## src/rtl/iob_split_tmo_pkg.sv

```systemverilog
// Shared definitions for the timeout-guarded native-bus splitter:
// FSM encodings, error cause codes and packed request/response field offsets.
package iob_split_tmo_pkg;

  typedef enum logic [1:0] {
    ST_IDLE = 2'd0,
    ST_BUSY = 2'd1,
    ST_ERR  = 2'd2
  } state_t;

  localparam logic [1:0] CAUSE_NONE = 2'b00;
  localparam logic [1:0] CAUSE_DEC  = 2'b01;
  localparam logic [1:0] CAUSE_TMO  = 2'b10;

  // Request word is {valid, addr, wdata, wstrb}; response word is {rdata, ready}.
  function automatic int req_w(input int aw, input int dw);
    return 1 + aw + dw + dw / 8;
  endfunction

  function automatic int resp_w(input int dw);
    return dw + 1;
  endfunction

  function automatic int req_valid_bit(input int aw, input int dw);
    return aw + dw + dw / 8;
  endfunction

  function automatic int req_addr_lsb(input int dw);
    return dw + dw / 8;
  endfunction

endpackage

```

## src/rtl/iob_split_tmo_wdog.sv

```systemverilog
// Slave wait counter: cleared on start, counts while run, flags the last allowed cycle.
module iob_split_tmo_wdog #(
  parameter int TIMEOUT = 255
) (
  input  logic clk,
  input  logic rst,
  input  logic start,
  input  logic run,
  output logic expire
);

  if (TIMEOUT == 0) begin : g_off
    assign expire = 1'b0;
  end else begin : g_on
    localparam int CW = $clog2(TIMEOUT + 1);
    logic [CW-1:0] cnt_q;

    assign expire = run && (cnt_q == CW'(TIMEOUT - 1));

    always_ff @(posedge clk or negedge rst) begin
      if (!rst)                 cnt_q <= '0;
      else if (start)           cnt_q <= '0;
      else if (run && !expire) cnt_q <= cnt_q + CW'(1);
    end
  end

endmodule

```

## src/rtl/iob_split_tmo.sv

```systemverilog
// Registered 1-to-N native-bus splitter; completes the master itself on
// a decode miss or when the selected slave exceeds its wait budget.
module iob_split_tmo
  import iob_split_tmo_pkg::*;
#(
  parameter int              N_SLAVES = 2,
  parameter int              P_SLAVES = 31,
  parameter int              ADDR_W   = 32,
  parameter int              DATA_W   = 32,
  parameter int              TIMEOUT  = 255,
  parameter logic [DATA_W-1:0] ERR_DATA = 32'hDEADBEEF,
  localparam int NB     = (N_SLAVES > 1) ? $clog2(N_SLAVES) : 1,
  localparam int REQ_W  = req_w(ADDR_W, DATA_W),
  localparam int RESP_W = resp_w(DATA_W)
) (
  input  logic                       clk,
  input  logic                       rst,
  input  logic [REQ_W-1:0]           m_req,
  output logic [RESP_W-1:0]          m_resp,
  output logic [N_SLAVES*REQ_W-1:0]  s_req,
  input  logic [N_SLAVES*RESP_W-1:0] s_resp,
  output logic                       err,
  output logic [1:0]                 err_cause
);

  localparam int VLD  = req_valid_bit(ADDR_W, DATA_W);
  localparam int ALSB = req_addr_lsb(DATA_W);

  state_t                          state_q, state_d;
  logic [REQ_W-2:0]                req_q;
  logic [NB-1:0]                   sel_q, sel;
  logic [1:0]                      cause_q;
  logic [ADDR_W-1:0]               m_addr;
  logic                            m_vld, hit, s_rdy;
  logic                            start, run, expire;
  logic [N_SLAVES-1:0][RESP_W-1:0] resp_arr;

  assign m_vld    = m_req[VLD];
  assign m_addr   = m_req[ALSB +: ADDR_W];
  assign sel      = m_addr[P_SLAVES -: NB];
  assign hit      = ({1'b0, sel} < (NB+1)'(N_SLAVES));
  assign resp_arr = s_resp;
  assign s_rdy    = resp_arr[sel_q][0];

  always_comb begin
    state_d = state_q;
    start   = 1'b0;
    run     = 1'b0;
    unique case (state_q)
      ST_IDLE: if (m_vld) begin
        state_d = hit ? ST_BUSY : ST_ERR;
        start   = hit;
      end
      // A slave ready in the expiry cycle wins over the timeout.
      ST_BUSY: begin
        run = !s_rdy;
        if (s_rdy)       state_d = ST_IDLE;
        else if (expire) state_d = ST_ERR;
      end
      ST_ERR:  state_d = ST_IDLE;
      default: state_d = ST_IDLE;
    endcase
  end

  always_ff @(posedge clk or negedge rst) begin
    if (!rst) begin
      state_q <= ST_IDLE;
      req_q   <= '0;
      sel_q   <= '0;
      cause_q <= CAUSE_NONE;
    end else begin
      state_q <= state_d;
      if (start) begin
        req_q <= m_req[REQ_W-2:0];
        sel_q <= sel;
      end
      if (state_q == ST_IDLE && m_vld && !hit) cause_q <= CAUSE_DEC;
      else if (run && expire)                 cause_q <= CAUSE_TMO;
    end
  end

  iob_split_tmo_wdog #(.TIMEOUT(TIMEOUT)) u_wdog (
    .clk    (clk),
    .rst    (rst),
    .start  (start),
    .run    (run),
    .expire (expire)
  );

  // Slave valid is decoded from the state register so it drops with an async reset.
  for (genvar k = 0; k < N_SLAVES; k++) begin : g_sreq
    assign s_req[k*REQ_W +: REQ_W] = {(state_q == ST_BUSY) && (sel_q == NB'(k)), req_q};
  end

  always_comb begin
    m_resp = '0;
    if (state_q == ST_BUSY)     m_resp = resp_arr[sel_q];
    else if (state_q == ST_ERR) m_resp = {ERR_DATA, 1'b1};
  end

  assign err       = (state_q == ST_ERR);
  assign err_cause = cause_q;

endmodule
```

## config.mk

```make
export PLATFORM = sky130hd
export DESIGN_NAME = iob_split_tmo
export DESIGN_NICKNAME = d
export VERILOG_FILES = /design/src/rtl/iob_split_tmo_pkg.sv /design/src/rtl/iob_split_tmo_wdog.sv /design/src/rtl/iob_split_tmo.sv
export SDC_FILE = /design/constraint.sdc
export NUM_CORES = 1
export LEC_CHECK = 0
export CORE_AREA = 2 2 119 121
export CTS_BUF_LIST = sky130_fd_sc_hd__clkbuf_4 sky130_fd_sc_hd__clkbuf_8
export CTS_CLUSTER_DIAMETER = 150
export DETAILED_ROUTE_END_ITERATION = 10
export DIE_AREA = 0 0 121 123
export PLACE_DENSITY = 0.72
export SLEW_MARGIN = 40
export SYNTH_ARGS = -nofsm -noshare
export SYNTH_HDL_FRONTEND = slang
export SYNTH_HIERARCHICAL = 1
export SYNTH_SLANG_ARGS = --single-unit
```

## constraint.sdc

```tcl
create_clock -name clk -period 5.7 [get_ports clk]
set_input_delay 1.14 -clock clk [delete_from_list [all_inputs] [get_ports clk]]
set_output_delay 1.14 -clock clk [all_outputs]
set_load 0.1 [all_outputs]
```

==> results.toml <==
[outcome]
status = "completed"

[critical_path]
cpMaxStageDelayCell = "clkdlybuf4s50_1"
crit_arrival_ns = 2.35
crit_family = "buffers and inverters"
crit_chain = "clkdlybuf4s50_1, mux2i_1, o21ai_0, buf_2"
crit_start = "s_resp[33]"
cpPeakStageDelay_ns = 0.47
worstPathRequired_ns = 4.56
critPathCaptureType = "output port"
critPathMaxFanout = 3
start_kind = "input port"
worst-path-buf-inv = 2
r2r-start = "req_q[67]"
worstSetupPathType = "input port to output port"

[sta]
rsz0062_at_grt = "false"
skew_ns = 0.0121
finalCritPeriodShare_pct = 61.2
fin_hold_ws_ns = 0.503
max_freq_mhz = 287
slew_headroom_pct = 48.4
hold_viol = 0
report.final.setup_viol = 0
report.final.slew_viol_count = 0
fin_setup_tns_ns = 0
fin_crit_ns = 3.49
worst_pin_slew_ns = 0.773

[final_layout]
final_cells = 770
nets = 725
layout_common_cells = "buf_2, clkdlybuf4s50_1, dfrtp_1"
fin_area_um2 = 6260
antennaDiodeCount = 0
drive_gt1_share_pct = 45.1
fillerInstances = 1269
area.sequential_um2 = 1980
area_growth_pct = 46.7
layout_commonest_cell = "buf_2"
multiInputGateArea_um2 = 1610

[synth]
synth_seq_cells = 79
yosysWarnings = 6
netlist_area_um2 = 4270
netlist_instances = 354
synth.distinct_cells = 36
syn_avg_cell_area_um2 = 12.1
synth_nets = 493
synth_seq_area_share_pct = 46.3

[route]
wire_per_inst_um = 15.1
via_per_inst = 4.47
drtIter0Drc = 168
firstDrtPassIters = 4
wl_um = 11600
drc = 0
drtAntennaViolNets = 0
dr_total_vias = 3439

[cts]
root_buffer = "clkbuf_8"
clk_pin_slew_ns = 0.07
ctsHoldBuffers = 0
h-tree-depth = 3
cts_inserted_buffers = 9
cts_sinks = 79
cts_setup_buffers = 0
clock_latency_ns = 0.34
cts_tree = "built"
post_cts_resize_count = 0
clockBufferDepth = 2

[global_routing]
grt_first_pass_wirelength_um = 17100
grt_max_degree = 80
grt_pass1_vias = 3297
antenna_found_initial = 0
grtUsageTotal_pct = 14.7
grt_overflow = 0

[die]
start_util_pct = 31.4
rows = 43
die-area_um2 = 14900
core_um2 = 13600
die_h_um = 123
io_pins = 311
die_w_um = 121

[placed_design]
placedInstanceArea_um2 = 6070
portBuffers = 309
placed_cells = 755
hpwl_um = 8930
routabilityCongestion = 0.684

[run]
drv_cap = 0

[hold_path]
hp-start = "req_q[62]"
hold_path_class = "flop to flop"
==> worst paths after layout <==
check,end,slack (ns),depth (start not counted)
min in group asynchronous,req_q[63],0.81,1
min reg2reg,req_q[62],0.50,1
max reg2reg,u_wdog/g_on.cnt_q[3],3.27,5
max in group asynchronous,req_q[67],4.29,1
min,req_q[62],0.50,1
max,m_resp[0],2.21,4
==> Yosys cell counts <==
master	n	area share [%]
a211oi_1	1	0.18
a21boi_0	2	0.35
a21boi_4	1	0.44
a21oi_1	5	0.59
a311oi_1	2	0.41
a31o_2	3	0.62
a41oi_1	1	0.21
and2_1	1	0.15
and2b_1	1	0.18
and3_1	3	0.44
and3_2	1	0.18
and4_1	1	0.21
and4_4	1	0.26
and4b_1	1	0.23
buf_1	1	0.088
buf_2	4	0.47
buf_4	74	13
buf_6	6	1.6
clkbuf_1	4	0.35
clkdlybuf4s18_2	1	0.23
conb_1	1	0.088
dfrtp_1	79	46
ha_1	2	0.59
inv_1	4	0.35
mux2_1	5	1.3
mux2_2	64	17
mux2_4	2	0.70
mux2i_1	33	7.7
nand2b_1	2	0.29
nand3_1	2	0.23
nand4_1	1	0.15
nor2_1	14	1.2
nor2b_1	1	0.15
nor3_1	4	0.47
nor3b_4	1	0.44
o21ai_0	25	2.9
==> flip-flops by register name (all words and copies together), names as in the netlist <==
name / cells
err_cause: 1
state_q: 2
u_wdog/g_on.cnt_q: 8
req_q: 68
==> layout make-up <==
class	instances	area share, %
tap	180	3.60
clock buffer	10	2.10
clock inverter	5	0.939
inverter	4	0.240
multi-input combinational	181	25.7
sequential	79	31.6
timing repair buffer	311	35.8
==> metrics by stage <==
step / util [%] / setup WS, ns
after floorplan: - / 1.22
after global placement: 50.9 / 1.45
after detailed placement: 44.6 / 2.21
after CTS: 46.0 / 2.20
after global routing: 46.0 / 2.14
final: 46.0 / 2.21
==> metal layers <==
layer	part of all wire (%)	vias up	track usage, %
met2	54	167	26.8
met3	6.9	8	3.27
met4	0.95	0	4.80
li1	-	1617	-
met1	38	1647	17.1
met5	0	-	0
==> kinds of logic after synthesis <==
logic type | after synthesis | synth area share (%)
other | 1 | 0.0878
adders and majority gates | 2 | 0.586
AOI/OAI and AO/OA | 40 | 5.71
DFF | 79 | 46.3
and+or+nand+nor | 34 | 4.60
buffers and inverters | 94 | 16.1
muxes | 104 | 26.6
Power is left out: the tool's default activity adds up to more than one toggle a clock period on the data nets, which glitch-free logic cannot reach.
